`src/rtl/axis_pkt_fifo_if.sv`:
```
// AXI4-Stream bundle used on both sides of axis_pkt_fifo.
//   tvalid/tready : beat handshake
//   tdata         : DATA_W payload
//   tkeep         : DATA_W/8 byte qualifiers
//   tlast         : end of packet
// The master modport drives the payload; the slave modport drives tready.
interface axis_pkt_fifo_if #(
    parameter int unsigned DATA_W = 64
);
    localparam int unsigned KEEP_W = DATA_W / 8;

    logic              tvalid;
    logic              tready;
    logic [DATA_W-1:0] tdata;
    logic [KEEP_W-1:0] tkeep;
    logic              tlast;

    modport master (output tvalid, tdata, tkeep, tlast, input tready);
    modport slave  (input tvalid, tdata, tkeep, tlast, output tready);
endinterface

```
`src/rtl/axis_pkt_fifo.sv`:
```
// Parametrised AXI4-Stream FIFO with first-word-fall-through output and an
// optional store-and-forward packet mode (PKT_MODE=1).
// Ports:
//   iSYS_CLK      : clock, rising edge
//   iSYS_RST      : asynchronous active-low reset
//   s_axis        : write-side stream (slave modport)
//   m_axis        : read-side stream (master modport)
//   oWR_COUNT     : total occupancy 0..DEPTH
//   oRD_COUNT     : readable words (complete-packet words in packet mode)
//   oPKT_COUNT    : number of TLAST beats held
//   oALMOST_FULL  : occupancy >= AFULL_TH
//   oALMOST_EMPTY : occupancy <= AEMPTY_TH
module axis_pkt_fifo #(
    parameter int unsigned DATA_W    = 64,
    parameter int unsigned DEPTH     = 16,
    parameter int unsigned PKT_MODE  = 0,
    parameter int unsigned AFULL_TH  = DEPTH - 2,
    parameter int unsigned AEMPTY_TH = 2,
    localparam int unsigned AW       = $clog2(DEPTH)
) (
    input  logic            iSYS_CLK,
    input  logic            iSYS_RST,
    axis_pkt_fifo_if.slave  s_axis,
    axis_pkt_fifo_if.master m_axis,
    output logic [AW:0]     oWR_COUNT,
    output logic [AW:0]     oRD_COUNT,
    output logic [AW:0]     oPKT_COUNT,
    output logic            oALMOST_FULL,
    output logic            oALMOST_EMPTY
);
    localparam int unsigned KEEP_W = DATA_W / 8;
    localparam int unsigned ENT_W  = DATA_W + KEEP_W + 1;
    localparam int unsigned PW     = AW + 1;

    logic [ENT_W-1:0] r_mem [DEPTH];

    logic [PW-1:0] r_wr_ptr;
    logic [PW-1:0] r_rd_ptr;
    logic [PW-1:0] r_last_ptr;
    logic [PW-1:0] r_pkt_cnt;
    logic [PW-1:0] r_wr_cnt;
    logic [PW-1:0] r_rd_cnt;
    logic          r_force;
    logic          r_s_tready;
    logic          r_m_tvalid;
    logic          r_afull;
    logic          r_aempty;

    logic [ENT_W-1:0] w_rd_entry;
    logic             w_wr;
    logic             w_rd;
    logic             w_wr_last;
    logic             w_rd_last;
    logic [PW-1:0]    w_wr_ptr_nxt;
    logic [PW-1:0]    w_rd_ptr_nxt;
    logic [PW-1:0]    w_last_ptr_nxt;
    logic [PW-1:0]    w_occ_nxt;
    logic [PW-1:0]    w_pkt_nxt;
    logic [PW-1:0]    w_rd_cnt_nxt;
    logic             w_force_nxt;
    logic             w_tvalid_nxt;

    // First-word-fall-through read port
    assign w_rd_entry    = r_mem[r_rd_ptr[AW-1:0]];
    assign m_axis.tdata  = w_rd_entry[ENT_W-1 -: DATA_W];
    assign m_axis.tkeep  = w_rd_entry[KEEP_W:1];
    assign m_axis.tlast  = w_rd_entry[0];
    assign m_axis.tvalid = r_m_tvalid;
    assign s_axis.tready = r_s_tready;

    assign oWR_COUNT     = r_wr_cnt;
    assign oRD_COUNT     = r_rd_cnt;
    assign oPKT_COUNT    = r_pkt_cnt;
    assign oALMOST_FULL  = r_afull;
    assign oALMOST_EMPTY = r_aempty;

    // Next-state of pointers, counts and flags; all flags are registered from
    // these so they change on the same edge as the pointers.
    always_comb begin
        w_wr           = s_axis.tvalid & r_s_tready;
        w_rd           = r_m_tvalid & m_axis.tready;
        w_wr_last      = w_wr & s_axis.tlast;
        w_rd_last      = w_rd & w_rd_entry[0];
        w_wr_ptr_nxt   = r_wr_ptr + PW'(w_wr);
        w_rd_ptr_nxt   = r_rd_ptr + PW'(w_rd);
        w_last_ptr_nxt = w_wr_last ? w_wr_ptr_nxt : r_last_ptr;
        w_occ_nxt      = w_wr_ptr_nxt - w_rd_ptr_nxt;
        w_pkt_nxt      = r_pkt_cnt + PW'(w_wr_last) - PW'(w_rd_last);
        w_force_nxt    = 1'b0;
        w_tvalid_nxt   = (w_occ_nxt != '0);
        w_rd_cnt_nxt   = w_occ_nxt;

        if (PKT_MODE != 0) begin
            // A full FIFO with no complete packet can only be an oversize
            // packet; release it as cut-through until its TLAST leaves.
            w_force_nxt  = (r_force & ~w_rd_last)
                         | ((w_occ_nxt == PW'(DEPTH)) & (w_pkt_nxt == '0));
            // Forced release must still stop when the FIFO runs dry.
            w_tvalid_nxt = (w_pkt_nxt != '0) | (w_force_nxt & (w_occ_nxt != '0));
            if (w_force_nxt) begin
                w_rd_cnt_nxt = w_occ_nxt;
            end else if (w_pkt_nxt != '0) begin
                // Words up to and including the newest stored TLAST
                w_rd_cnt_nxt = w_last_ptr_nxt - w_rd_ptr_nxt;
            end else begin
                w_rd_cnt_nxt = '0;
            end
        end
    end

    // Pointer, count and flag registers
    always_ff @(posedge iSYS_CLK or negedge iSYS_RST) begin
        if (!iSYS_RST) begin
            r_wr_ptr   <= '0;
            r_rd_ptr   <= '0;
            r_last_ptr <= '0;
            r_pkt_cnt  <= '0;
            r_wr_cnt   <= '0;
            r_rd_cnt   <= '0;
            r_force    <= 1'b0;
            r_s_tready <= 1'b0;
            r_m_tvalid <= 1'b0;
            r_afull    <= 1'b0;
            r_aempty   <= 1'b1;
        end else begin
            r_wr_ptr   <= w_wr_ptr_nxt;
            r_rd_ptr   <= w_rd_ptr_nxt;
            r_last_ptr <= w_last_ptr_nxt;
            r_pkt_cnt  <= w_pkt_nxt;
            r_wr_cnt   <= w_occ_nxt;
            r_rd_cnt   <= w_rd_cnt_nxt;
            r_force    <= w_force_nxt;
            r_s_tready <= (w_occ_nxt != PW'(DEPTH));
            r_m_tvalid <= w_tvalid_nxt;
            r_afull    <= (w_occ_nxt >= PW'(AFULL_TH));
            r_aempty   <= (w_occ_nxt <= PW'(AEMPTY_TH));
        end
    end

    // Storage array, intentionally not reset
    always_ff @(posedge iSYS_CLK) begin
        if (w_wr) begin
            r_mem[r_wr_ptr[AW-1:0]] <= {s_axis.tdata, s_axis.tkeep, s_axis.tlast};
        end
    end
endmodule

```
`src/flat_wrapper.sv`:
```
// flat-port wrapper written by rule: the top's interface ports become plain ports
module axis_pkt_fifo_flat 
#(
    parameter int unsigned DATA_W    = 64,
    parameter int unsigned DEPTH     = 16,
    parameter int unsigned PKT_MODE  = 0,
    parameter int unsigned AFULL_TH  = DEPTH - 2,
    parameter int unsigned AEMPTY_TH = 2,
    localparam int unsigned AW       = $clog2(DEPTH)
)
  (iSYS_CLK, iSYS_RST, oWR_COUNT, oRD_COUNT, oPKT_COUNT, oALMOST_FULL, oALMOST_EMPTY, s_axis_tvalid, s_axis_tdata, s_axis_tkeep, s_axis_tlast, s_axis_tready, m_axis_tvalid, m_axis_tdata, m_axis_tkeep, m_axis_tlast, m_axis_tready);
  axis_pkt_fifo_if #(.DATA_W(DATA_W)) s_axis_i ();
  axis_pkt_fifo_if #(.DATA_W(DATA_W)) m_axis_i ();
  input  logic iSYS_CLK;
  input  logic iSYS_RST;
  output logic [AW:0] oWR_COUNT;
  output logic [AW:0] oRD_COUNT;
  output logic [AW:0] oPKT_COUNT;
  output logic oALMOST_FULL;
  output logic oALMOST_EMPTY;
  input wire logic [$bits(s_axis_i.tvalid)-1:0] s_axis_tvalid;
  input wire logic [$bits(s_axis_i.tdata)-1:0] s_axis_tdata;
  input wire logic [$bits(s_axis_i.tkeep)-1:0] s_axis_tkeep;
  input wire logic [$bits(s_axis_i.tlast)-1:0] s_axis_tlast;
  output wire logic [$bits(s_axis_i.tready)-1:0] s_axis_tready;
  output wire logic [$bits(m_axis_i.tvalid)-1:0] m_axis_tvalid;
  output wire logic [$bits(m_axis_i.tdata)-1:0] m_axis_tdata;
  output wire logic [$bits(m_axis_i.tkeep)-1:0] m_axis_tkeep;
  output wire logic [$bits(m_axis_i.tlast)-1:0] m_axis_tlast;
  input wire logic [$bits(m_axis_i.tready)-1:0] m_axis_tready;
  assign s_axis_i.tvalid = s_axis_tvalid;
  assign s_axis_i.tdata = s_axis_tdata;
  assign s_axis_i.tkeep = s_axis_tkeep;
  assign s_axis_i.tlast = s_axis_tlast;
  assign s_axis_tready = s_axis_i.tready;
  assign m_axis_tvalid = m_axis_i.tvalid;
  assign m_axis_tdata = m_axis_i.tdata;
  assign m_axis_tkeep = m_axis_i.tkeep;
  assign m_axis_tlast = m_axis_i.tlast;
  assign m_axis_i.tready = m_axis_tready;
  axis_pkt_fifo #(.DATA_W(DATA_W), .DEPTH(DEPTH), .PKT_MODE(PKT_MODE), .AFULL_TH(AFULL_TH), .AEMPTY_TH(AEMPTY_TH)) u_core (.iSYS_CLK(iSYS_CLK), .iSYS_RST(iSYS_RST), .s_axis(s_axis_i), .m_axis(m_axis_i), .oWR_COUNT(oWR_COUNT), .oRD_COUNT(oRD_COUNT), .oPKT_COUNT(oPKT_COUNT), .oALMOST_FULL(oALMOST_FULL), .oALMOST_EMPTY(oALMOST_EMPTY));
endmodule
```
`config.mk`:
```
export PLATFORM = sky130hd
export DESIGN_NAME = axis_pkt_fifo_flat
export DESIGN_NICKNAME = d
export VERILOG_FILES = /design/src/rtl/axis_pkt_fifo_if.sv /design/src/rtl/axis_pkt_fifo.sv /design/src/flat_wrapper.sv
export SDC_FILE = /design/constraint.sdc
export NUM_CORES = 1
export LEC_CHECK = 0
export ABC_CLOCK_PERIOD_IN_PS = 7650
export BUFFER_PORTS_ARGS = -buffer_cell sky130_fd_sc_hd__buf_2
export CAP_MARGIN = 25
export CELL_PAD_IN_SITES_DETAIL_PLACEMENT = 0
export CELL_PAD_IN_SITES_GLOBAL_PLACEMENT = 1
export CORE_MARGIN = 2
export CORE_UTILIZATION = 45
export DETAILED_ROUTE_END_ITERATION = 10
export PLACE_DENSITY_LB_ADDON = 0.1
export REMOVE_ABC_BUFFERS = 1
export SYNTH_ARGS = -nofsm -noshare
export SYNTH_HDL_FRONTEND = slang
export SYNTH_SLANG_ARGS = --single-unit
```
`constraint.sdc`:
```
create_clock -name iSYS_CLK -period 7.65 [get_ports iSYS_CLK]
set_clock_uncertainty 0.2 [all_clocks]
set_input_delay 2.295 -clock iSYS_CLK [delete_from_list [all_inputs] [get_ports iSYS_CLK]]
set_output_delay 2.295 -clock iSYS_CLK [all_outputs]
set_load 0.02 [all_outputs]
```
* Word-level counts from Yosys, hierarchy flattened
Memory sizes are Yosys's and may differ from the RTL's. Cells that the tools add are included.
Storage, ports and cells: bits in registers 24, latch bits 0, RAM bits 1168, memory bits (read-only) 0, logic and storage cells 24, memories 1
Memory list:
- u_core.r_mem | depth 16, width 73, rd ports 1, clocked after memory_dff 0, wr ports 1, RTL line axis_pkt_fifo.sv:35 | logic [ENT_W-1:0] r_mem [DEPTH];
Cells by class: add/subtract/negate cells 5, $mul 0, divide/modulo/power cells 0, order comparisons 2, eq/ne operators 1, shift operators 0, muxes and demuxes 2, bitwise operators 4, reductions and logical operators 1
Operator list (number):
- adder 5 x 1 -> 5 bit | 3
- greater-or-equal comparator 5 x 4 -> 1 bit, second input constant | 1
- <= comparator 5 x 2 -> 1 bit, second input constant | 1
- inequality test 5 bit, second input constant | 1
- nonzero test 5 bit | 1
- subtractor 5 x 1 -> 5 bit | 1
- subtractor 5 bit | 1
- bitwise AND 1 bit | 4
- 2-to-1 mux 1 bit | 2

* Logic depth before layout (Yosys ltp)
Gate-level depths: netlist of the first run.
depth after elaboration 4, gate-level depth with buffers 12, mapped depth without buffers 11

* Least setup slack after synthesis of the first run
OpenSTA, ideal clock, no wires.
path type input port to flip-flop, from input s_axis_tvalid, to memory u_core.r_mem[0][0] (netlist name) (enable), arrival time 7.779 ns, setup slack -0.923 ns, cell stages on the path 3, buffers on the path 0, cell sequence nand2_1 -> or3_2 -> nor3_1
Between the ends: word-level cells in the longest chain between the ends 3
RTL lines:
- start: declaration | RTL line flat_wrapper.sv:21 | input wire logic [$bits(s_axis_i.tvalid)-1:0] s_axis_tvalid;
- bitwise AND 1 bit | RTL line axis_pkt_fifo.sv:80 | w_wr = s_axis.tvalid & r_s_tready;
- 2-to-1 mux 1 bit | RTL line axis_pkt_fifo.sv:142 | if (w_wr) begin
- 2-to-1 mux 1 bit (not written as such) | RTL line axis_pkt_fifo.sv:143 | r_mem[r_wr_ptr[AW-1:0]] <= {s_axis.tdata, s_axis.tkeep, s_axis.tlast};
- end: declaration | RTL line axis_pkt_fifo.sv:35
Every way passes these cells.

* Final worst setup path of the first run
from register u_core.r_rd_ptr[1], to output m_axis_tdata[21]
Between the ends: word-level cells in the longest chain between the ends 1
RTL lines:
- start: declaration | RTL line axis_pkt_fifo.sv:38 | logic [PW-1:0] r_rd_ptr;
- start signal: assignment | RTL line axis_pkt_fifo.sv:127 | r_rd_ptr <= w_rd_ptr_nxt;
- memory read (16 x 73 bit)
- end: declaration | RTL line flat_wrapper.sv:27 | output wire logic [$bits(m_axis_i.tdata)-1:0] m_axis_tdata;
Every way passes these cells.

==> results of run 1 <==
cell type report:
class / instances / share of cell area
Sequential cell: 1192 / 0.691
Antenna cell: 4 / 0.000194
Timing Repair Buffer: 207 / 0.0277
Clock inverter: 62 / 0.0110
Clock buffer: 166 / 0.0643
Inverter: 16 / 0.00116
Multi-Input combinational cell: 449 / 0.174
Tap cell: 1287 / 0.0312
synth_stat cells, drive strengths merged:
| cell | n |
|---|---|
| a21o | 2 |
| a21oi | 3 |
| a31o | 1 |
| a31oi | 1 |
| and2 | 1 |
| and3 | 4 |
| buf | 45 |
| clkbuf | 43 |
| dfrtp | 23 |
| dfstp | 1 |
| edfxtp | 1168 |
| fa | 2 |
| ha | 12 |
| inv | 16 |
| mux4 | 365 |
| nand2 | 5 |
| nand2b | 2 |
| nand3 | 4 |
| nand3b | 1 |
| nand4 | 1 |
| nor2 | 16 |
| nor2b | 1 |
| nor3 | 5 |
| nor3b | 1 |
| o211ai | 1 |
| o21ai | 1 |
| o21bai | 1 |
| o41ai | 1 |
| or3 | 1 |
| or4b | 1 |
| xnor2 | 10 |
| xnor3 | 1 |
| xor2 | 5 |
cells in the final DEF (no fill, tap or decap), types with 2 or more instances in the layout:
master,instances
sky130_fd_sc_hd__edfxtp_1,1168
sky130_fd_sc_hd__mux4_2,365
sky130_fd_sc_hd__buf_2,168
sky130_fd_sc_hd__clkbuf_16,127
sky130_fd_sc_hd__clkbuf_1,39
sky130_fd_sc_hd__clkinv_2,25
sky130_fd_sc_hd__clkinv_1,23
sky130_fd_sc_hd__buf_12,22
sky130_fd_sc_hd__dfrtp_1,19
sky130_fd_sc_hd__inv_1,16
sky130_fd_sc_hd__buf_4,16
sky130_fd_sc_hd__nor2_4,12
sky130_fd_sc_hd__ha_1,12
sky130_fd_sc_hd__bufinv_16,11
sky130_fd_sc_hd__xnor2_1,9
sky130_fd_sc_hd__nand2_1,5
sky130_fd_sc_hd__diode_2,4
sky130_fd_sc_hd__xor2_1,4
sky130_fd_sc_hd__nand3_1,4
sky130_fd_sc_hd__nor2_1,4
sky130_fd_sc_hd__nor3_2,4
sky130_fd_sc_hd__dfrtp_4,4
sky130_fd_sc_hd__and3_1,3
sky130_fd_sc_hd__a21oi_1,3
sky130_fd_sc_hd__a21o_1,2
sky130_fd_sc_hd__nand2b_1,2
sky130_fd_sc_hd__fa_1,2
sky130_fd_sc_hd__clkinv_4,2
report_power, final:
group | internal, mW | switching, mW
Combinational | 2.78 | 3.25
Sequential | 7.92 | 0.405
Clock | 3.39 | 2.35
worst max-delay path by stage:
stage | start | end | slack [ns] | cells past startpoint
finish | u_core.r_rd_ptr[1] | m_axis_tdata[21] | 1.73 | 4
global placement | u_core.r_rd_ptr[1] | m_axis_tdata[36] | 2.38 | 4
CTS | u_core.r_rd_ptr[0] | m_axis_tdata[47] | 1.64 | 4
global route | u_core.r_rd_ptr[0] | m_axis_tdata[21] | 1.56 | 4
floorplan | u_core.r_rd_ptr[0] | m_axis_tlast | -7.12 | 2
detailed placement | u_core.r_rd_ptr[1] | m_axis_tdata[36] | 2.39 | 4
metal layers:
metal | wire length, um | up-vias | GRT usage
met5 | 56 | - | 0
met4 | 1780 | 10 | 0.0457
met3 | 4730 | 149 | 0.0375
met2 | 51400 | 415 | 0.335
met1 | 42200 | 10800 | 0.269
li1 | - | 8110 | -
flip-flops by register name, indices dropped and copies added (netlist names):
register / flops
u_core.r_rd_ptr: 5
u_core.oALMOST_FULL: 1
u_core.oALMOST_EMPTY: 1
u_core.s_axis.tready: 1
u_core.m_axis.tvalid: 1
u_core.oWR_COUNT: 5
u_core.oPKT_COUNT: 5
u_core.r_mem: 1168
u_core.r_wr_ptr: 5
worst register-to-register path, cell delays in order, from the launching register on:
cell and delay, ns:
sky130_fd_sc_hd__dfrtp_4 0.82, sky130_fd_sc_hd__buf_4 0.55, sky130_fd_sc_hd__mux4_2 0.58, sky130_fd_sc_hd__mux4_2 0.52
sky130_fd_sc_hd__nor2b_1 0.17, sky130_fd_sc_hd__ha_1 0.27, sky130_fd_sc_hd__inv_1 0.04, sky130_fd_sc_hd__ha_1 0.20
sky130_fd_sc_hd__fa_1 0.45, sky130_fd_sc_hd__a21o_1 0.20, sky130_fd_sc_hd__a21oi_1 0.18, sky130_fd_sc_hd__xnor2_1 0.13
kinds of logic after synthesis:
group | Yosys count | synth area share
AOI/OAI and AO/OA | 11 | 0.00164
xor gates and xnor gates | 16 | 0.00378
adders and majority gates | 14 | 0.00423
buffers and inverters | 104 | 0.00996
DFF | 1192 | 0.793
muxes | 365 | 0.183
and+or+nand+nor | 43 | 0.00478
metrics by stage:
| step | utilization | instance area, sq um |
|---|---|---|
| floorplan | - | 44600 |
| global placement | 0.484 | 47700 |
| detailed placement | 0.484 | 47800 |
| CTS | 0.523 | 51700 |
| global route | 0.523 | 51700 |
| finish | 0.523 | 51700 |
==> flow_summary.yaml, run 1 <==
outcome:
  run_status: "complete, no violations"
layout:
  area_grow_syn2layout_pct: 14.8
  area_of_the_multi_input_gates_sq_mm: 0.00898
  final_cells: 3383
  nNetsFinal: 2078
  regArea_sq_mm: 0.0357
  fillers: 7624
  post_route_cells_drive_above_1_share: 0.366
clocking:
  ctsLongestPathBuffers: 3
  number_of_buffers_inserted_to_repair_setup_after_cts: 0
  cts_made_buffers: 121
  numClockSinks: 1192
  clk_slew_on_worst_s_h_paths_ns: 0.05
  cts_tree: "yes"
  post_cts_resized: 0
  cts_root_buffer: "sky130_fd_sc_hd__clkbuf_16"
  ctsHtreeMaxLevel: 3
  ctsHoldBuffers: 0
  clkLatencyLatePin_ns: 0.68
sta:
  max_freq_mhz: 169
  fin_crit_ns: 5.92
  post-route-period-util: 0.774
  tightestPinTransition_ns: 0.995
  finalSetupTns_ns: 0
  report.final.slew_viol_count: 0
  setup_violations: 0
  hold_slack_ns: 0.284
  finalHoldViolCount: 0
  timing.slew.headroom: 0.337
  rsz0062_at_grt: "false"
  postLayoutSetupSlackWorst_ns: 1.73
routing:
  drt_pass1_iterations: 7
  postRouteAntennaNets: 0
  wl_mm: 100
  routed_via_density: 5.75
  detail_route.drc_violations: 0
  post_drt_wl_per_cell_um: 29.6
  dr_total_vias: 19500
  initial_drc_count: 1768
setup_path:
  critical_path_buf_inv_count: 2
  crit_slowest_cell: "sky130_fd_sc_hd__dfrtp_4"
  critPathKind: "flip-flop to output pin"
  critical-path-top-delay-family: "flip-flops"
  critPathArrivalTime_ns: 3.43
  crit_path_end_kind: "output pin"
  timing.critical_path.mode_cell: "sky130_fd_sc_hd__mux4_2"
  cpPeakStageDelay_ns: 1.04
  worstReg2RegEnd: "u_core.oPKT_COUNT[4]"
  setup.reg_to_reg.worst_slack_ns: 3.28
  setup.worst_path.start_class: "flip-flop"
  crit_required_ns: 5.16
  critical_path_peak_fanout: 72
  cell_breakdown_of_the_critical_path: "buf_12, mux4_2, mux4_2, buf_2"
  reg2reg_from: "u_core.r_rd_ptr[0]"
  worstRegToRegCells: 11
global_routing:
  number_of_antenna_violations_at_the_first_check_in_global_routing: 16
  grt_usage: 0.198
  grt_overflow_total: 0
  grt_start_max_net_pins: 74
  first_global_vias: 20800
  grt_pass1_wl_mm: 146
min_path:
  min_delay_src: "u_core.r_rd_ptr[4]"
  worstHoldEndpoint: "u_core.r_rd_ptr[4]"
  worst_hold_path.num_cells: 1
  hold_path.class: "flip-flop to flip-flop"
pwr:
  ir_drop_uv: 223
  p_per_area_mw_per_mm2: 389
  p_total_mw: 20.1
  power.leakage_nw: 16.4
die:
  ios: 169
  standard_cell_rows: 115
  die_w_um: 320
  dieArea_sq_mm: 0.103
  initial_utilization: 0.456
  core_sq_mm: 0.0987
  die_height_um: 320
placement:
  io_buffers: 168
  dp_hpwl_mm: 46.7
  placed_cells_incl_taps: 3151
  globalplace.congestion: 0.698
  pre_cts_slack_ns: 2.39
logic_synthesis:
  synth_top_cells_by_area: "sky130_fd_sc_hd__edfxtp_1, sky130_fd_sc_hd__mux4_2, sky130_fd_sc_hd__dfrtp_1, sky130_fd_sc_hd__clkbuf_1, sky130_fd_sc_hd__buf_2"
  synth_top_area_share: 0.780
  post_synth_instance_area_sq_mm: 0.0450
  synth_warnings: 0
  synth_area_leader_cell: "sky130_fd_sc_hd__edfxtp_1"
  average_size_of_a_mapped_cell_sq_um: 25.8
  synth_seq_cells: 1192
  yosysUniqueCellTypes: 38
  synth_sequential_area_ratio: 0.793
  syn-instance-count: 1745
flow_run:
  cap_violations: 0
(Power assumes the default switching activity.)
==> run 2: changes to the inputs <==
--- a/config.mk
+++ b/config.mk
@@ -5,7 +5,8 @@
 export SDC_FILE = /design/constraint.sdc
 export NUM_CORES = 1
 export LEC_CHECK = 0
-export ABC_CLOCK_PERIOD_IN_PS = 7650
+export ABC_AREA = 1
+export ABC_CLOCK_PERIOD_IN_PS = 5700
 export BUFFER_PORTS_ARGS = -buffer_cell sky130_fd_sc_hd__buf_2
 export CAP_MARGIN = 25
 export CELL_PAD_IN_SITES_DETAIL_PLACEMENT = 0
==> constraint.sdc (replaced) <==
create_clock -name iSYS_CLK -period 5.7 [get_ports iSYS_CLK]
set_clock_uncertainty 0.2 [all_clocks]
set_input_delay 1.71 -clock iSYS_CLK [delete_from_list [all_inputs] [get_ports iSYS_CLK]]
set_output_delay 1.71 -clock iSYS_CLK [all_outputs]
set_load 0.02 [all_outputs]
==> flow_summary.yaml, run 2 <==
logic_synthesis:
  synth_sequential_area_ratio: 0.761
  yosys_most_used_dff: "sky130_fd_sc_hd__edfxtp_1"
  synth-compound-area-share: 0.111
  synth_area_leader_cell: "sky130_fd_sc_hd__edfxtp_1"
  synth_top_cells_by_area: "sky130_fd_sc_hd__edfxtp_1, sky130_fd_sc_hd__nor2_1, sky130_fd_sc_hd__o21ai_0, sky130_fd_sc_hd__o211ai_1, sky130_fd_sc_hd__nand3_1"
  synth_warnings: 0
  yosys.cell_count.top_type: "sky130_fd_sc_hd__edfxtp_1"
  syn-instance-count: 3500
  synth_adder_area_share: 0.00406
  post_synth_and_or_nand_nor_area_fraction: 0.0946
  synth_common_cells: "sky130_fd_sc_hd__edfxtp_1, sky130_fd_sc_hd__nor2_1, sky130_fd_sc_hd__o21ai_0"
  synth_seq_cells: 1192
  yosys-mux-area-fraction: 0
  asyncSetResetFlopFracSynth: 0.0201
  post_synth_xor_area_fraction: 0.00149
  synth_enable_flop_cells: 1168
  synth_top_family_by_area: "compound AO/OA/AOI/OAI gates"
  yosysUniqueCellTypes: 25
  post_synth_instance_area_sq_mm: 0.0469
  average_size_of_a_mapped_cell_sq_um: 13.4
  synth_top_area_share: 0.748
layout:
  mostFrequentLayoutCell: "sky130_fd_sc_hd__edfxtp_1"
  postLayoutCellArea_sq_mm: 0.0538
  largest_register_ffs: 1168
  nNetsFinal: 3726
  post_route_cells_drive_above_1_share: 0.118
  count_of_inserted_antenna_diode_cells: 0
  most-common-layout-cells: "sky130_fd_sc_hd__edfxtp_1, sky130_fd_sc_hd__nor2_1, sky130_fd_sc_hd__o21ai_0"
  area_grow_syn2layout_pct: 14.6
flow_run:
  cap_violations: 0
routing:
  initial_drc_count: 2762
  postRouteAntennaNets: 0
  wl_mm: 126
  drt_pass1_iterations: 6
  routed_length_on_met1_mm: 56.0
  top_layer: "met5"
  routed-wl-met3_mm: 6.80
  dr_total_vias: 28900
  routed_via_density: 5.66
  post_drt_wl_per_cell_um: 24.6
  wl_met2_mm: 60.7
  detail_route.drc_violations: 0
setup_path:
  worstRegToRegCells: 14
  cpPeakStageDelay_ns: 0.79
  worstReg2RegEnd: "u_core.oPKT_COUNT[4]"
  setup.reg_to_reg.worst_slack_ns: 1.88
  critPathKind: "flip-flop to output pin"
  critPathArrivalTime_ns: 3.36
  crit_path_end_kind: "output pin"
  crit_slowest_cell: "sky130_fd_sc_hd__dfrtp_4"
  reg2reg_from: "u_core.r_rd_ptr[0]"
  cell_breakdown_of_the_critical_path: "buf_12, o21ai_0, o211ai_1, nand3_1, nand2_1, buf_2"
  setup.worst_path.start_class: "flip-flop"
  crit_required_ns: 3.79
  critical_path_peak_fanout: 214
placement:
  io_buffers: 168
  placedInstanceArea_sq_mm: 0.0495
  globalplace.congestion: 0.753
  dp_hpwl_mm: 59.8
global_routing:
  number_of_antenna_violations_at_the_first_check_in_global_routing: 15
  grt_usage: 0.234
  grt_pass1_wl_mm: 186
  grt_overflow_total: 0
  first_global_vias: 28700
  grt_start_max_net_pins: 215
sta:
  setup_violations: 0
  rsz0062_at_grt: "false"
  finalHoldViolCount: 0
  max_freq_mhz: 190
  tightestPinTransition_ns: 1.05
  timing.slew.headroom: 0.302
  report.final.slew_viol_count: 0
  post-route-period-util: 0.925
  fin_crit_ns: 5.27
die:
  die_height_um: 327
  core_sq_mm: 0.103
  initial_utilization: 0.453
  ios: 169
  dieArea_sq_mm: 0.107
  standard_cell_rows: 118
  die_w_um: 327
clocking:
  ctsHoldBuffers: 0
  ctsLongestPathBuffers: 3
  ctsHtreeMaxLevel: 4
  cts_made_buffers: 132
  clk_slew_on_worst_s_h_paths_ns: 0.06
  numClockSinks: 1192
  cts_root_buffer: "sky130_fd_sc_hd__clkbuf_16"
  number_of_buffers_inserted_to_repair_setup_after_cts: 0
  post_cts_resized: 0
  clkLatencyLatePin_ns: 0.72
  cts_tree: "yes"
pwr:
  p_total_mw: 29.5
  power.leakage_nw: 17.6
  p_per_area_mw_per_mm2: 548
  ir_drop_uv: 398
min_path:
  worst_hold_path.num_cells: 2
  worstHoldEndpoint: "u_core.r_wr_ptr[4]"
  hold_path.class: "flip-flop to flip-flop"
  min_delay_src: "u_core.r_wr_ptr[4]"
outcome:
  run_status: "complete, no violations"
run 2: layout make-up:
cell class              instances  area (sq um)
fillers                      8632         49700
multi-input cells            2024         10000
inverters                      38           171
repair buffers                247          1980
clock inverters                50           454
clock buffers                 180          3720
well taps                    1380          1730
flip-flops and latches       1192         35700
run 2: report_power, final:
| part | leakage, nW | switching (mW) | internal [mW] | total (mW) |
|---|---|---|---|---|
| Combinational | 4.77 | 7.41 | 2.92 | 10.3 |
| Sequential | 10.8 | 0.291 | 10.7 | 11.0 |
| Clock | 2.04 | 3.25 | 4.94 | 8.19 |
| Total | 17.6 | 10.9 | 18.5 | 29.5 |
run 2: stage by stage:
step	setup TNS, ns	util	cells	hold slack (ns)	setup WS, ns
2_1_floorplan	-1289.88	-	3254	0.310	-13.12
3_3_place_gp	0	0.478	4878	0.324	1.21
3_5_place_dp	0	0.479	4879	0.358	1.23
4_1_cts	0	0.519	5109	0.373	0.437
5_1_grt	0	0.519	5111	0.422	0.217
6_report	0	0.519	5111	0.379	0.428
run 2: routing by layer:
metal,up-vias,track usage
li1,13300,-
met1,14700,0.326
met2,827,0.386
met3,158,0.0393
met4,14,0.0549
met5,-,0
run 2: logic make-up (layout without fill, tap and decap cells):
family,Yosys count,after routing
compound gates,877,877
simple gates,1125,1125
fa+ha+maj,14,14
buf+inv,284,515
xor+xnor,8,8
flops,1192,1192
run 2: worst max-delay path by stage:
stage,slack [ns],cells after the start,end,start
3_3_place_gp,1.21,9,m_axis_tdata[39],u_core.r_rd_ptr[0]
4_1_cts,0.44,6,m_axis_tkeep[1],u_core.r_rd_ptr[0]
2_1_floorplan,-13.12,7,m_axis_tdata[14],u_core.r_rd_ptr[0]
6_report,0.43,6,m_axis_tkeep[1],u_core.r_rd_ptr[0]
5_1_grt,0.22,8,m_axis_tdata[62],u_core.r_rd_ptr[0]
3_5_place_dp,1.23,6,u_core.r_mem[4][54],s_axis_tvalid
run 2: worst max-delay path: cells and delay by family (launching register included):
| kind | cells | cell delay [ns] |
|---|---|---|
| simple gates | 2 | 0.26 |
| flops | 1 | 0.79 |
| buf+inv | 2 | 0.84 |
| compound gates | 2 | 0.47 |
==> run 3: changes to the inputs <==
--- a/config.mk
+++ b/config.mk
@@ -14,7 +14,7 @@
 export CORE_MARGIN = 2
 export CORE_UTILIZATION = 45
 export DETAILED_ROUTE_END_ITERATION = 10
-export PLACE_DENSITY_LB_ADDON = 0.1
+export PLACE_DENSITY = 0.7
 export REMOVE_ABC_BUFFERS = 1
 export SYNTH_ARGS = -nofsm -noshare
 export SYNTH_HDL_FRONTEND = slang
==> flow_summary.yaml, run 3 (synthesis results as in run 2) <==
clocking:
  numClockSinks: 1192
  cts_made_buffers: 121
  number_of_buffers_inserted_to_repair_setup_after_cts: 0
  clkLatencyLatePin_ns: 0.69
  ctsHtreeMaxLevel: 3
  post_cts_resized: 0
  ctsLongestPathBuffers: 3
  cts_root_buffer: "sky130_fd_sc_hd__clkbuf_16"
  ctsHoldBuffers: 0
  cts_tree: "yes"
  clk_slew_on_worst_s_h_paths_ns: 0.06
die:
  initial_utilization: 0.453
  core_sq_mm: 0.103
  die_height_um: 327
  standard_cell_rows: 118
  dieArea_sq_mm: 0.107
  die_w_um: 327
  ios: 169
setup_path:
  crit_required_ns: 3.79
  endpoint: "m_axis_tdata[58]"
  setup.worst_path.start_class: "flip-flop"
  critPathArrivalTime_ns: 3.18
  crit_path_end_kind: "output pin"
  worstReg2RegEnd: "u_core.oPKT_COUNT[4]"
  critical_path_peak_fanout: 234
  critPathKind: "flip-flop to output pin"
  reg2reg_from: "u_core.r_rd_ptr[1]"
  timing.critical_path.from: "u_core.r_rd_ptr[0]"
  setup.reg_to_reg.worst_slack_ns: 2.06
  worstRegToRegCells: 14
sta:
  hold_slack_ns: 0.364
  setup_violations: 0
  max_freq_mhz: 196
  rsz0062_at_grt: "false"
  tightestPinTransition_ns: 1.11
  finalHoldViolCount: 0
  finalSetupTns_ns: 0
  postLayoutSetupSlackWorst_ns: 0.606
  fin_crit_ns: 5.09
  timing.slew.headroom: 0.258
  report.final.slew_viol_count: 0
  post-route-period-util: 0.894
layout:
  nNetsFinal: 3701
  post_route_cells_drive_above_1_share: 0.115
  final_core_utilization: 0.513
  largest_register_ffs: 1168
  mostFrequentLayoutCell: "sky130_fd_sc_hd__edfxtp_1"
  fillers: 8733
  area_grow_syn2layout_pct: 13.3
  postLayoutCellArea_sq_mm: 0.0531
  final_cells: 5094
  most-common-layout-cells: "sky130_fd_sc_hd__edfxtp_1, sky130_fd_sc_hd__nor2_1, sky130_fd_sc_hd__o21ai_0"
global_routing:
  busiest_layer: "met2"
  grt_usage: 0.222
  grt_pass1_wl_mm: 179
  number_of_antenna_violations_at_the_first_check_in_global_routing: 9
  first_global_vias: 28300
  groute.layer.met2.usage: 0.359
  use_met1: 0.319
  grt_overflow_total: 0
  grt_start_max_net_pins: 235
  routing_usage_on_met3: 0.0295
placement:
  dp_hpwl_mm: 55.6
  pre_cts_slack_ns: 1.38
  io_buffers: 168
  globalplace.congestion: 0.722
  placedInstanceArea_sq_mm: 0.0493
  placed_cells_incl_taps: 4866
routing:
  drt_pass1_iterations: 5
  post_drt_wl_per_cell_um: 23.5
  initial_drc_count: 2735
  routed_via_density: 5.68
  detail_route.drc_violations: 0
  postRouteAntennaNets: 0
  wl_mm: 120
  dr_total_vias: 28900
pwr:
  ir_drop_uv: 435
  p_per_area_mw_per_mm2: 541
  p_total_mw: 28.7
  power.leakage_nw: 17.3
min_path:
  worst_hold_path.num_cells: 2
  hold_path.class: "flip-flop to flip-flop"
flow_run:
  cap_violations: 0
outcome:
  run_status: "complete, no violations"
==> run 3: changes by cell type in the layout (fill, tap and decap cells not counted) <==
cell and change:
sky130_fd_sc_hd__inv_6 -1, sky130_fd_sc_hd__clkbuf_16 -20, sky130_fd_sc_hd__diode_2 +4, sky130_fd_sc_hd__clkbuf_1 -5, sky130_fd_sc_hd__clkinv_1 -1, sky130_fd_sc_hd__clkbuf_8 -2
sky130_fd_sc_hd__buf_4 -2, sky130_fd_sc_hd__clkinvlp_4 +6, sky130_fd_sc_hd__clkinv_2 +11, sky130_fd_sc_hd__clkinv_8 +4, sky130_fd_sc_hd__buf_12 -10, sky130_fd_sc_hd__inv_8 +1
sky130_fd_sc_hd__buf_16 -2
==> run 3: cell type report <==
type / count / area, sq um / share of cell area
Inverter: 38 / 174 / 0.00327
Clock buffer: 153 / 3170 / 0.0597
Timing Repair Buffer: 233 / 1710 / 0.0322
Tap cell: 1380 / 1730 / 0.0325
Clock inverter: 70 / 616 / 0.0116
Multi-Input combinational cell: 2024 / 10000 / 0.189
Sequential cell: 1192 / 35700 / 0.672
Antenna cell: 4 / 10.0 / 0.000188
==> run 3: worst min-delay path by stage <==
stage                       start                 end  slack (ns)
4_1_cts        u_core.r_wr_ptr[4]  u_core.r_wr_ptr[4]        0.36
6_report       u_core.r_wr_ptr[4]  u_core.r_wr_ptr[4]        0.36
3_5_place_dp   u_core.r_wr_ptr[4]  u_core.r_wr_ptr[4]        0.35
3_3_place_gp   u_core.r_wr_ptr[4]  u_core.r_wr_ptr[4]        0.33
2_1_floorplan  u_core.r_wr_ptr[4]  u_core.r_wr_ptr[4]        0.31
5_1_grt        u_core.r_wr_ptr[4]  u_core.r_wr_ptr[4]        0.42
==> run 3: critical path, cell delays in order, from the launching register on <==
cell,delay [ns]
sky130_fd_sc_hd__dfrtp_4,0.58
sky130_fd_sc_hd__buf_12,0.61
sky130_fd_sc_hd__o21ai_0,0.27
sky130_fd_sc_hd__o221ai_1,0.32
sky130_fd_sc_hd__nand3_1,0.11
sky130_fd_sc_hd__nand2_1,0.14
sky130_fd_sc_hd__buf_2,0.19
==> run 3: per-layer routing <==
metal	share of wire	vias to the layer above
met5	0.00038	-
met4	0.017	8
met3	0.057	154
met2	0.47	883
met1	0.45	14700
li1	-	13200
==> run 3: report_power, final <==
group	total (mW)	internal, mW	switching (mW)	leakage [nW]
clock network	7.57	4.32	3.25	1.84
logic	10.2	2.83	7.35	4.66
registers	11.0	10.7	0.300	10.8
